### src/rtl/exidy_tone_bank_if.sv
// exidy_tone_bank_if -- register bus for the tone bank.
//
// Signals:
//   wr    write strobe, one register write per audio_clk edge it is high on
//   addr  {channel[1:0], reg[1:0]}
//   din   write data
//   dout  combinational readback of the register selected by addr
//
// Bus semantics: there is no valid/ready pair. A write is accepted on every
// rising audio_clk edge where wr is high, regardless of cen, and it always
// completes in that edge (the slave never stalls). Reads have no strobe: dout
// follows addr combinationally in the same cycle.
interface exidy_tone_bank_if;
  logic       wr;
  logic [3:0] addr;
  logic [7:0] din;
  logic [7:0] dout;

  modport master (output wr, output addr, output din, input dout);
  modport slave  (input wr, input addr, input din, output dout);
endinterface

### src/rtl/exidy_tone_bank.sv
// exidy_tone_bank -- bank of programmable square/pulse tone channels with a
// shared prescaler and a volume-weighted mixer.
//
// Ports:
//   audio_clk  sole clock, rising edge
//   RESET_n    asynchronous active-low reset
//   cen        clock enable for prescaler, channel counters and mixer
//   pause      mute: mixer output forced to 0 while high (counters keep running)
//   bus        register bus (wr/addr/din/dout), slave side
//   tone       per-channel tone bit
//   mix        unsigned sum of the volumes of all channels whose tone is high
//
// Register map per channel (addr = {channel, reg}):
//   0  period[CNT_W-1:0]
//   1  control {bit7 DONE (read-only), bit1 ONESHOT, bit0 EN}
//   2  volume[3:0]
//   3  reserved, reads 0
// Channels at or above CHANNELS ignore writes and read 0.
module exidy_tone_bank #(
  parameter int               CHANNELS = 3,
  parameter int               CNT_W    = 8,
  parameter int               PRE_W    = 8,
  parameter logic [PRE_W-1:0] PRE_LOAD = 8'hB9,
  parameter int               OUT_W    = 16
) (
  input  logic                audio_clk,
  input  logic                RESET_n,
  input  logic                cen,
  input  logic                pause,
  exidy_tone_bank_if.slave    bus,
  output logic [CHANNELS-1:0] tone,
  output logic [OUT_W-1:0]    mix
);

  // ---------------------------------------------------------------------
  // State
  // ---------------------------------------------------------------------
  logic [PRE_W-1:0]    pre_q, pre_d;
  logic [CNT_W-1:0]    cnt_q    [CHANNELS];
  logic [CNT_W-1:0]    cnt_d    [CHANNELS];
  logic [CNT_W-1:0]    period_q [CHANNELS];
  logic [CNT_W-1:0]    period_d [CHANNELS];
  logic [3:0]          vol_q    [CHANNELS];
  logic [3:0]          vol_d    [CHANNELS];
  logic [CHANNELS-1:0] en_q, en_d;
  logic [CHANNELS-1:0] os_q, os_d;
  logic [CHANNELS-1:0] done_q, done_d;
  logic [CHANNELS-1:0] tone_q, tone_d;
  logic [OUT_W-1:0]    mix_q, mix_d;

  logic                tick;

  // ---------------------------------------------------------------------
  // Address decode
  // ---------------------------------------------------------------------
  logic [1:0] a_ch;
  logic [1:0] a_reg;
  logic       a_ok;

  assign a_ch  = bus.addr[3:2];
  assign a_reg = bus.addr[1:0];
  // Widened by one bit so CHANNELS=4 still compares correctly.
  assign a_ok  = ({1'b0, a_ch} < 3'(CHANNELS));

  logic [CHANNELS-1:0] wr_per;
  logic [CHANNELS-1:0] wr_ctl;
  logic [CHANNELS-1:0] wr_vol;

  always_comb begin
    wr_per = '0;
    wr_ctl = '0;
    wr_vol = '0;
    for (int c = 0; c < CHANNELS; c++) begin
      if (bus.wr && a_ok && (int'(a_ch) == c)) begin
        wr_per[c] = (a_reg == 2'd0);
        wr_ctl[c] = (a_reg == 2'd1);
        wr_vol[c] = (a_reg == 2'd2);
      end
    end
  end

  // ---------------------------------------------------------------------
  // Shared prescaler: counts up from PRE_LOAD; the cen cycle that finds it at
  // all-ones is the tick, and it reloads on that same cycle.
  // ---------------------------------------------------------------------
  always_comb begin
    pre_d = pre_q;
    tick  = 1'b0;
    if (cen) begin
      if (&pre_q) begin
        pre_d = PRE_LOAD;
        tick  = 1'b1;
      end else begin
        pre_d = pre_q + PRE_W'(1);
      end
    end
  end

  // ---------------------------------------------------------------------
  // Channel next-state
  // ---------------------------------------------------------------------
  always_comb begin
    en_d   = en_q;
    os_d   = os_q;
    done_d = done_q;
    tone_d = tone_q;
    for (int c = 0; c < CHANNELS; c++) begin
      cnt_d[c]    = cnt_q[c];
      period_d[c] = period_q[c];
      vol_d[c]    = vol_q[c];

      // period_d is used as the reload source below, so a period write landing
      // on the reload cycle is picked up immediately.
      if (wr_per[c]) begin
        period_d[c] = bus.din[CNT_W-1:0];
      end
      if (wr_vol[c]) begin
        vol_d[c] = bus.din[3:0];
      end

      if (wr_ctl[c]) begin
        // A control write owns the channel for this cycle; any terminal count
        // that coincides with it is discarded.
        en_d[c] = bus.din[0];
        os_d[c] = bus.din[1];
        if (bus.din[0] && !en_q[c]) begin
          // Fresh start: a one-shot pulse begins high, a square wave begins low.
          cnt_d[c]  = period_q[c];
          tone_d[c] = bus.din[1];
          done_d[c] = 1'b0;
        end else if (!bus.din[0]) begin
          tone_d[c] = 1'b0;
        end
      end else if (tick && en_q[c]) begin
        if (&cnt_q[c]) begin
          cnt_d[c] = period_d[c];
          if (os_q[c]) begin
            // One-shot is consumed: the channel returns to idle with only
            // DONE left set.
            tone_d[c] = 1'b0;
            en_d[c]   = 1'b0;
            os_d[c]   = 1'b0;
            done_d[c] = 1'b1;
          end else begin
            tone_d[c] = ~tone_q[c];
          end
        end else begin
          cnt_d[c] = cnt_q[c] + CNT_W'(1);
        end
      end
    end
  end

  // Disabled channels are always silent, whatever tone_q holds.
  assign tone = tone_q & en_q;

  // ---------------------------------------------------------------------
  // Mixer
  // ---------------------------------------------------------------------
  logic [OUT_W-1:0] vol_sum;

  always_comb begin
    vol_sum = '0;
    for (int c = 0; c < CHANNELS; c++) begin
      if (tone[c]) begin
        vol_sum = vol_sum + OUT_W'(vol_q[c]);
      end
    end
  end

  always_comb begin
    mix_d = mix_q;
    if (cen) begin
      mix_d = pause ? '0 : vol_sum;
    end
  end

  assign mix = mix_q;

  // ---------------------------------------------------------------------
  // Readback
  // ---------------------------------------------------------------------
  always_comb begin
    bus.dout = 8'h00;
    for (int c = 0; c < CHANNELS; c++) begin
      if (a_ok && (int'(a_ch) == c)) begin
        case (a_reg)
          2'd0:    bus.dout = 8'(period_q[c]);
          2'd1:    bus.dout = {done_q[c], 5'b00000, os_q[c], en_q[c]};
          2'd2:    bus.dout = {4'h0, vol_q[c]};
          default: bus.dout = 8'h00;
        endcase
      end
    end
  end

  // ---------------------------------------------------------------------
  // Registers
  // ---------------------------------------------------------------------
  always_ff @(posedge audio_clk or negedge RESET_n) begin
    if (!RESET_n) begin
      pre_q  <= PRE_LOAD;
      en_q   <= '0;
      os_q   <= '0;
      done_q <= '0;
      tone_q <= '0;
      mix_q  <= '0;
      for (int c = 0; c < CHANNELS; c++) begin
        cnt_q[c]    <= '0;
        period_q[c] <= '0;
        vol_q[c]    <= '0;
      end
    end else begin
      pre_q  <= pre_d;
      en_q   <= en_d;
      os_q   <= os_d;
      done_q <= done_d;
      tone_q <= tone_d;
      mix_q  <= mix_d;
      for (int c = 0; c < CHANNELS; c++) begin
        cnt_q[c]    <= cnt_d[c];
        period_q[c] <= period_d[c];
        vol_q[c]    <= vol_d[c];
      end
    end
  end

endmodule
### src/flat_wrapper.sv
// flat-port wrapper written by rule: the top's interface ports become plain ports
module exidy_tone_bank_flat 
#(
  parameter int               CHANNELS = 3,
  parameter int               CNT_W    = 8,
  parameter int               PRE_W    = 8,
  parameter logic [PRE_W-1:0] PRE_LOAD = 8'hB9,
  parameter int               OUT_W    = 16
)
  (audio_clk, RESET_n, cen, pause, tone, mix, bus_wr, bus_addr, bus_din, bus_dout);
  exidy_tone_bank_if bus_i ();
  input  logic audio_clk;
  input  logic RESET_n;
  input  logic cen;
  input  logic pause;
  output logic [CHANNELS-1:0] tone;
  output logic [OUT_W-1:0] mix;
  input wire logic [$bits(bus_i.wr)-1:0] bus_wr;
  input wire logic [$bits(bus_i.addr)-1:0] bus_addr;
  input wire logic [$bits(bus_i.din)-1:0] bus_din;
  output wire logic [$bits(bus_i.dout)-1:0] bus_dout;
  assign bus_i.wr = bus_wr;
  assign bus_i.addr = bus_addr;
  assign bus_i.din = bus_din;
  assign bus_dout = bus_i.dout;
  exidy_tone_bank #(.CHANNELS(CHANNELS), .CNT_W(CNT_W), .PRE_W(PRE_W), .PRE_LOAD(PRE_LOAD), .OUT_W(OUT_W)) u_core (.audio_clk(audio_clk), .RESET_n(RESET_n), .cen(cen), .pause(pause), .bus(bus_i), .tone(tone), .mix(mix));
endmodule
### config.mk
export PLATFORM = sky130hd
export DESIGN_NAME = exidy_tone_bank_flat
export DESIGN_NICKNAME = d
export VERILOG_FILES = /design/src/rtl/exidy_tone_bank_if.sv /design/src/rtl/exidy_tone_bank.sv /design/src/flat_wrapper.sv
export SDC_FILE = /design/constraint.sdc
export NUM_CORES = 1
export LEC_CHECK = 0
export BUFFER_PORTS_ARGS = -buffer_cell sky130_fd_sc_hd__buf_4
export CAP_MARGIN = 25
export CORE_MARGIN = 2
export CORE_UTILIZATION = 60
export CTS_BUF_LIST = sky130_fd_sc_hd__clkbuf_16
export CTS_CLUSTER_SIZE = 40
export DETAILED_ROUTE_END_ITERATION = 8
export PLACE_DENSITY_LB_ADDON = 0.05
export REMOVE_ABC_BUFFERS = 1
export SETUP_SLACK_MARGIN = 0.3
export SLEW_MARGIN = 20
export SYNTH_ARGS = -nofsm -noshare
export SYNTH_HDL_FRONTEND = slang
export SYNTH_SLANG_ARGS = --single-unit
### constraint.sdc
create_clock -name audio_clk -period 3.23 [get_ports audio_clk]
set_clock_uncertainty 0.1 [all_clocks]
set_input_delay 0.323 -clock audio_clk [delete_from_list [all_inputs] [get_ports audio_clk]]
set_output_delay 0.323 -clock audio_clk [all_outputs]
set_load 0.1 [all_outputs]
==> metrics.md, run 1 <==
| Metric | Value |
|---|---|
| Area growth from synthesis to final layout | 10.19% |
| Launch point of the critical path | u_core.tone_q[0] |
| Area of the mapped netlist | 0.005500 mm^2 |
| Period minus WS final | 2693 ps |
| Yosys cell types | 76 |
| Wire length per cell | 18.90 um |
| Setup WS pre-CTS | 243.5 ps |
| Launch instance of the worst register-to-register path | u_core.tone_q[0] |
| Clock tree from TritonCTS | yes |
| Maximum clock frequency | 371.3 MHz |
| Reg area | 0.002160 mm^2 |
| Number of buffer cells added on primary ports | 33 |
| Ant. Diodes | 0 |
| Layout cell share with drive strength beyond 1 | 16.28% |
| Final Routed Wirelength | 14.12 mm |
| Register area share after synthesis | 39.24% |
| VDD IR-drop max | 305.9 uV |
| Number of clock sinks | 86 |
| Total power consumption of the routed design | 3.893 mW |
| Seq cells post-synth | 86 |
| Number of antenna violations at the first check in global routing | 0 |
| Worst-Skew Late Latency | 350 ps |
| Nets | 664 |
| Worst hold margin | -43.18 ps |
| CTS clock-pin slew for the worst setup and hold paths | 70 ps |
| Max-slew violations | 0 |
| Detailed-routing wirelength on met1 | 6.152 mm |
| Share of the clock period used by the worst path after layout | 83.38% |
| Count of max-cap constraint violations | 0 |
| Overflow after GRT | 0 |
| Element type at the critical path end | flip-flop |
| Amount of wire on met2 after detailed routing | 6.703 mm |
| Arrival time at the worst endpoint | 2820 ps |
| Inserted Clock Buffers | 9 |
| Type of element launching the critical path | flip-flop |
| Residual DRC | 0 |
| Violations in the final reports | hold timing |
| Power density over the cells | 642.3 mW/mm^2 |
| Router iterations before antenna repair | 5 |
| Core Util, Final | 68.83% |
| Share of flip-flops with an asynchronous set or reset after synthesis | 100.0% |
| Met3 routed WL | 887 um |
| Max-slew headroom | 33.53% |
| DRC marker count from the first detailed-route iteration | 351 |
| Least-Margin Pin Slew | 991.1 ps |
| Prevailing post-synth register cell | sky130_fd_sc_hd__dfrtp_1 |
| Post-synth EDFFs | 0 |
| Cells after synthesis | 610 |
| Via/cell ratio | 6.592 |
| Setup TNS | 0 ps |
| Final Cell Area | 0.006061 mm^2 |
| Most frequent standard cell in the layout excluding fill and tap cells | sky130_fd_sc_hd__dfrtp_1 |
| Clock root cell | sky130_fd_sc_hd__clkbuf_16 |
| Wire length of the first global-routing pass | 23.60 mm |
| Final weighted congestion in routability-driven placement | 0.9179 |
| Placed insts | 729 |
| Total count of hold-check failures in the final report | 31 |
| Effective utilization at floorplan | 62.46% |
| Final Instance Count excl. Fillers | 747 |
| Floorplan die height | 99.75 um |
| Crit Path Class | flip-flop to flip-flop |
| Status | finished, violations left |
| Worst setup slack for register-to-register paths | 540 ps |
| Detailed placement HPWL | 9.857 mm |
| Count of synthesis-stage warnings from yosys | 0 |
| Maximum number of buffers from clock root to sink | 2 |
| Critical Path RT | 3350 ps |
| H-tree lvl count | 3 |
| Capture point of the worst reg-to-reg path | u_core.mix[4] |
| Std cell rows | 34 |
| Area occupied by multi-input gates | 0.003085 mm^2 |
| Highest metal layer used by the detailed router | met4 |
| Most frequent cells in the layout | sky130_fd_sc_hd__dfrtp_1, sky130_fd_sc_hd__nand2_1, sky130_fd_sc_hd__o21ai_0 |
| Maximum number of pins on one net before global-route repair | 63 |
| Number of cells on the worst reg-to-reg path | 13 |
| Dpl cell area | 0.005719 mm^2 |
| Die X | 99.75 um |
| Avg Inst Size Synth | 9.017 um^2 |
| Setup ws final | 536.7 ps |
| Total of endpoints with negative setup slack in the final report | 0 |
| Number of primary I/O pins | 44 |
| Lkg Pwr | 2.692 nW |
| Endpoint of the worst setup timing path | u_core.mix[4] |
| Maximum net fanout on the critical path | 4 |
| RSZ-0062 raised after global routing | no |
| Number of routed nets with antenna violations | 0 |
| Hold Crit Class | input port to asynchronous set/reset pin |
| Vias after detailed routing | 4924 |
| Filler Cell Count | 714 |
| Area of the die | 0.009949 mm^2 |
| Std-Cell Core Area | 0.008806 mm^2 |
| Via count of the first global-routing pass | 4747 |
| All-layer global routing usage | 30.15% |
-- kinds of logic after synthesis --
group / count (synthesis) / synth area share, %
simple gates: 219 / 20.66
compound gates: 175 / 20.04
flops: 86 / 39.24
buf+inv: 58 / 5.778
mux: 44 / 8.758
xor+xnor: 14 / 2.229
fa+ha+maj: 13 / 3.230
other cells: 1 / 0.06818
-- worst max-delay path, cell delays in order (launching register included) --
cell	delay, ps
sky130_fd_sc_hd__dfrtp_2	380
sky130_fd_sc_hd__and3_1	190
sky130_fd_sc_hd__ha_1	170
sky130_fd_sc_hd__inv_1	50
sky130_fd_sc_hd__fa_1	400
sky130_fd_sc_hd__xnor2_1	160
sky130_fd_sc_hd__nand2_1	100
sky130_fd_sc_hd__xnor2_2	200
sky130_fd_sc_hd__ha_4	240
sky130_fd_sc_hd__a21o_1	150
sky130_fd_sc_hd__a21oi_1	140
sky130_fd_sc_hd__nor2_1	60
sky130_fd_sc_hd__xnor2_1	140
sky130_fd_sc_hd__o22ai_1	80
-- metal layers --
layer / up-vias / global-route usage, %
li1: 2268 / -
met1: 2391 / 41.70
met2: 229 / 47.56
met3: 36 / 3.865
met4: 0 / 13.91
met5: - / 0
-- synthesized netlist by cell type (all sizes together), types with 6 or more instances --
master | n | share of area (%)
a21oi | 38 | 3.5
a31oi | 19 | 2.2
and3 | 15 | 1.7
or3 | 7 | 0.80
xor2 | 6 | 0.96
ha | 11 | 2.5
mux2 | 24 | 5.1
xnor2 | 8 | 1.3
nor2b | 6 | 0.68
nand3 | 18 | 1.7
o211ai | 9 | 1.2
o31ai | 6 | 0.91
o22ai | 8 | 0.91
nor3 | 18 | 1.7
buf | 30 | 3.9
nand4 | 8 | 0.91
inv | 21 | 1.4
clkbuf | 6 | 0.41
dfrtp | 81 | 37
o21ai | 53 | 4.8
nand2 | 66 | 4.5
mux2i | 20 | 3.6
nor2 | 55 | 4.7
-- worst min-delay path by stage --
stage | from | endpoint | slack [ps] | cells past startpoint
after floorplan | RESET_n | u_core.cnt_q[0] | -70 | 0
after global placement | RESET_n | u_core.mix[5] | 360 | 1
after detailed placement | RESET_n | u_core.mix[5] | 370 | 1
after CTS | RESET_n | u_core.mix[5] | 4 | 1
after global routing | RESET_n | u_core.mix[4] | 40 | 1
final | RESET_n | u_core.vol_q[0] | -40 | 1
-- sequential cells by signal, indices dropped and copies added, names as in the netlist --
signal and count:
u_core.os_q 3, u_core.period_q 24, u_core.pre_q 8, u_core.vol_q 12
u_core.mix 6, u_core.cnt_q 24, u_core.done_q 3, u_core.tone_q 3
u_core.en_q 3
-- cell type report --
class | count | area share (%)
clock buffer | 9 | 3.716
inverter | 22 | 1.363
tap | 108 | 2.230
clock inverter | 7 | 1.197
timing repair buffer | 40 | 4.955
multi-input combinational | 475 | 50.91
sequential | 86 | 35.63
-- power breakdown --
group,total (mW),switching (mW),internal [mW]
logic,1.19,0.715,0.474
clock network,1.06,0.461,0.603
registers,1.64,0.290,1.35
total,3.89,1.47,2.43
-- timing repair --
| action | CTS | global route |
|---|---|---|
| hold buffers | 0 | 0 |
| buffers inserted | 0 | 2 |
| resized for setup | 1 | 5 |
| endpoints found under the setup margin | 2 | 4 |
No activity file was read; power rests on OpenSTA's default activity.
==> run 2, diff against run 1 <==
--- a/config.mk
+++ b/config.mk
@@ -8,7 +8,7 @@
 export BUFFER_PORTS_ARGS = -buffer_cell sky130_fd_sc_hd__buf_4
 export CAP_MARGIN = 25
 export CORE_MARGIN = 2
-export CORE_UTILIZATION = 60
+export CORE_UTILIZATION = 55
 export CTS_BUF_LIST = sky130_fd_sc_hd__clkbuf_16
 export CTS_CLUSTER_SIZE = 40
 export DETAILED_ROUTE_END_ITERATION = 8
==> constraint.sdc (replaced) <==
create_clock -name audio_clk -period 2.4 [get_ports audio_clk]
set_clock_uncertainty 0.1 [all_clocks]
set_input_delay 0.24 -clock audio_clk [delete_from_list [all_inputs] [get_ports audio_clk]]
set_output_delay 0.24 -clock audio_clk [all_outputs]
set_load 0.1 [all_outputs]
==> metrics.md, run 2 (synthesized netlist as in run 1, its figures left out) <==
| Metric | Value |
|---|---|
| Status | finished, violations left (unchanged) |
| Violations in the final reports | setup timing (was hold timing) |
| Area growth from synthesis to final layout | 21.29% (was 10.19%) |
| Via count of the first global-routing pass | 4823 (was 4747) |
| Element type at the critical path end | flip-flop (unchanged) |
| Launch instance of the worst register-to-register path | u_core.tone_q[0] (unchanged) |
| Maximum net fanout on the critical path | 3 (was 4) |
| Period minus WS final | 2679 ps (was 2693 ps) |
| Area of the die | 0.01082 mm^2 (was 0.009949 mm^2) |
| Cell occurring most often along the worst timing path | sky130_fd_sc_hd__fa_2 (was sky130_fd_sc_hd__xnor2_1) |
| Clock tree from TritonCTS | yes (unchanged) |
| Cell at the slowest stage of the critical path | sky130_fd_sc_hd__fa_2 (was sky130_fd_sc_hd__fa_1) |
| Power density over the cells | 812.1 mW/mm^2 (was 642.3 mW/mm^2) |
| Number of buffer cells added on primary ports | 33 (unchanged) |
| Max-slew headroom | 61.57% (was 33.53%) |
| Wire length of the first global-routing pass | 24.07 mm (was 23.60 mm) |
| RSZ-0062 raised after global routing | yes (was no) |
| Dpl cell area | 0.006028 mm^2 (was 0.005719 mm^2) |
| Arrival time at the worst endpoint | 2800 ps (was 2820 ps) |
| Most frequent standard cell in the layout excluding fill and tap cells | sky130_fd_sc_hd__dfrtp_1 (unchanged) |
| Share of the clock period used by the worst path after layout | 111.6% (was 83.38%) |
| Wire length per cell | 18.04 um (was 18.90 um) |
| Type of element launching the critical path | flip-flop (unchanged) |
| Number of routed nets with antenna violations | 0 (unchanged) |
| Overflow after GRT | 0 (unchanged) |
| CTS clock-pin slew for the worst setup and hold paths | 60 ps (was 70 ps) |
| Layout cell share with drive strength beyond 1 | 25.04% (was 16.28%) |
| Nets | 708 (was 664) |
| Number of clock sinks | 86 (unchanged) |
| Total of endpoints with negative setup slack in the final report | 5 (was 0) |
| Filler Cell Count | 787 (was 714) |
| Maximum clock frequency | 373.2 MHz (was 371.3 MHz) |
| Worst hold margin | 54.05 ps (was -43.18 ps) |
| Residual DRC | 0 (unchanged) |
| Router iterations before antenna repair | 4 (was 5) |
| Vias after detailed routing | 4943 (was 4924) |
| Clock root cell | sky130_fd_sc_hd__clkbuf_16 (unchanged) |
| VDD IR-drop max | 463.1 uV (was 305.9 uV) |
| Total power consumption of the routed design | 5.418 mW (was 3.893 mW) |
| Setup ws final | -279.5 ps (was 536.7 ps) |
| Worst setup slack for register-to-register paths | -280 ps (was 540 ps) |
| Total count of hold-check failures in the final report | 0 (was 31) |
| List of cells traversed by the critical path | and3_4 > ha_4 > inv_2 > fa_2 > o21ai_2 > buf_4 > fa_2 > a21o_1 > a21oi_2 > nor2_1 > xnor2_1 > o22ai_1 (was and3_1 > ha_1 > inv_1 > fa_1 > xnor2_1 > nand2_1 > xnor2_2 > ha_4 > a21o_1 > a21oi_1 > nor2_1 > xnor2_1 > o22ai_1) |
| Capture point of the worst reg-to-reg path | u_core.mix[4] (unchanged) |
| Area occupied by multi-input gates | 0.003264 mm^2 (was 0.003085 mm^2) |
| Number of cells on the worst reg-to-reg path | 12 (was 13) |
| All-layer global routing usage | 27.65% (was 30.15%) |
| Largest stage delay, worst path | 530 ps (was 400 ps) |
| Maximum number of buffers from clock root to sink | 2 (unchanged) |
| Least-Margin Pin Slew | 575.3 ps (was 991.1 ps) |
| Die X | 104 um (was 99.75 um) |
| Crit Path Class | flip-flop to flip-flop (unchanged) |
| Number of primary I/O pins | 44 (unchanged) |
| Critical Path RT | 2520 ps (was 3350 ps) |
| Final Cell Area | 0.006671 mm^2 (was 0.006061 mm^2) |
| Max-slew violations | 0 (unchanged) |
| Detailed placement HPWL | 10.45 mm (was 9.857 mm) |
| DRC marker count from the first detailed-route iteration | 317 (was 351) |
| Endpoint of the worst setup timing path | u_core.mix[4] (unchanged) |
| Hold Crit Class | input port to flip-flop (was input port to asynchronous set/reset pin) |
| Ant. Diodes | 0 (unchanged) |
| Number of antenna violations at the first check in global routing | 0 (unchanged) |
| Reg area | 0.002158 mm^2 (was 0.002160 mm^2) |
| Final weighted congestion in routability-driven placement | 0.8829 (was 0.9179) |
| Count of max-cap constraint violations | 0 (unchanged) |
| Top flop regs | u_core.cnt_q x24, u_core.period_q x24, u_core.vol_q x12 (unchanged) |
| Final Routed Wirelength | 14.72 mm (was 14.12 mm) |
| Lkg Pwr | 2.948 nW (was 2.692 nW) |
| Final Instance Count excl. Fillers | 816 (was 747) |
| Hold-critical path depth | 3 |
| Most frequent cells in the layout | sky130_fd_sc_hd__dfrtp_1, sky130_fd_sc_hd__buf_4, sky130_fd_sc_hd__nand2_1 (was sky130_fd_sc_hd__dfrtp_1, sky130_fd_sc_hd__nand2_1, sky130_fd_sc_hd__o21ai_0) |
| H-tree lvl count | 3 (unchanged) |
| Via/cell ratio | 6.058 (was 6.592) |
| Inserted Clock Buffers | 9 (unchanged) |
| Maximum number of pins on one net before global-route repair | 48 (was 63) |
| Launch point of the critical path | u_core.tone_q[0] (unchanged) |
| Placed insts | 786 (was 729) |
| Effective utilization at floorplan | 56.53% (was 62.46%) |
| Std-Cell Core Area | 0.009729 mm^2 (was 0.008806 mm^2) |
| Core Util, Final | 68.57% (was 68.83%) |
| Std cell rows | 36 (was 34) |
| Worst-Skew Late Latency | 340 ps (was 350 ps) |
| Floorplan die height | 104 um (was 99.75 um) |
## run 2: power breakdown
group	total (mW)	internal [mW]	switching (mW)
logic	1.86	0.808	1.05
clock network	1.37	0.790	0.576
registers	2.19	1.82	0.373
total	5.42	3.42	2.00
## run 2: per-layer routing
metal  vias up  GRT usage (%)  routed length (um)
li1       2362              -                   -
met1      2392          37.24                6432
met2       163          44.78                7069
met3        26          4.825                 871
met4         0          10.42                 350
met5         -              0                   0
## run 2: final cells by class
cell class / count / share of cell area [%]
clock buffer: 9 / 3.376
clock inverter: 7 / 0.8627
inverter: 22 / 1.238
multi-input combinational: 475 / 48.93
sequential: 86 / 32.35
tap: 133 / 2.494
timing repair buffer: 84 / 10.75
## run 2: worst min-delay path by stage
stage	start	end	slack, ps
after global routing	bus_din[7]	u_core.period_q[7]	60
after global placement	RESET_n	u_core.mix[4]	160
after floorplan	RESET_n	u_core.cnt_q[0]	-160
final	bus_din[7]	u_core.period_q[7]	50
after detailed placement	RESET_n	u_core.mix[4]	160
after CTS	bus_din[7]	u_core.period_q[7]	40
## run 2: worst max-delay path, delay by kind of cell, from the launching register on
kind	cells	cell delay, ps
adder cells (fa/ha/maj)	3	1010
buffers and inverters	2	170
flip-flops	1	390
XOR/XNOR	1	150
AND/OR/NAND/NOR	2	280
AO/OA/AOI/OAI	4	460
## run 2: timing repair
item / 4_1_cts / 5_1_grt
endpoints found under the hold margin: 34 / 0
buffers inserted: 5 / 8
pin swaps: 15 / 17
hold buffers: 1 / 0
endpoints found under the setup margin: 26 / 27
gates resized for setup: 32 / 25
## run 2: metrics by stage
step | setup slack, ps | setup TNS [ps]
after floorplan | -798.0 | -2152
after global placement | -312.8 | -1027
after detailed placement | -380.1 | -1383
after CTS | -250.7 | -829.7
after global routing | -455.3 | -1574
final | -279.5 | -876.5
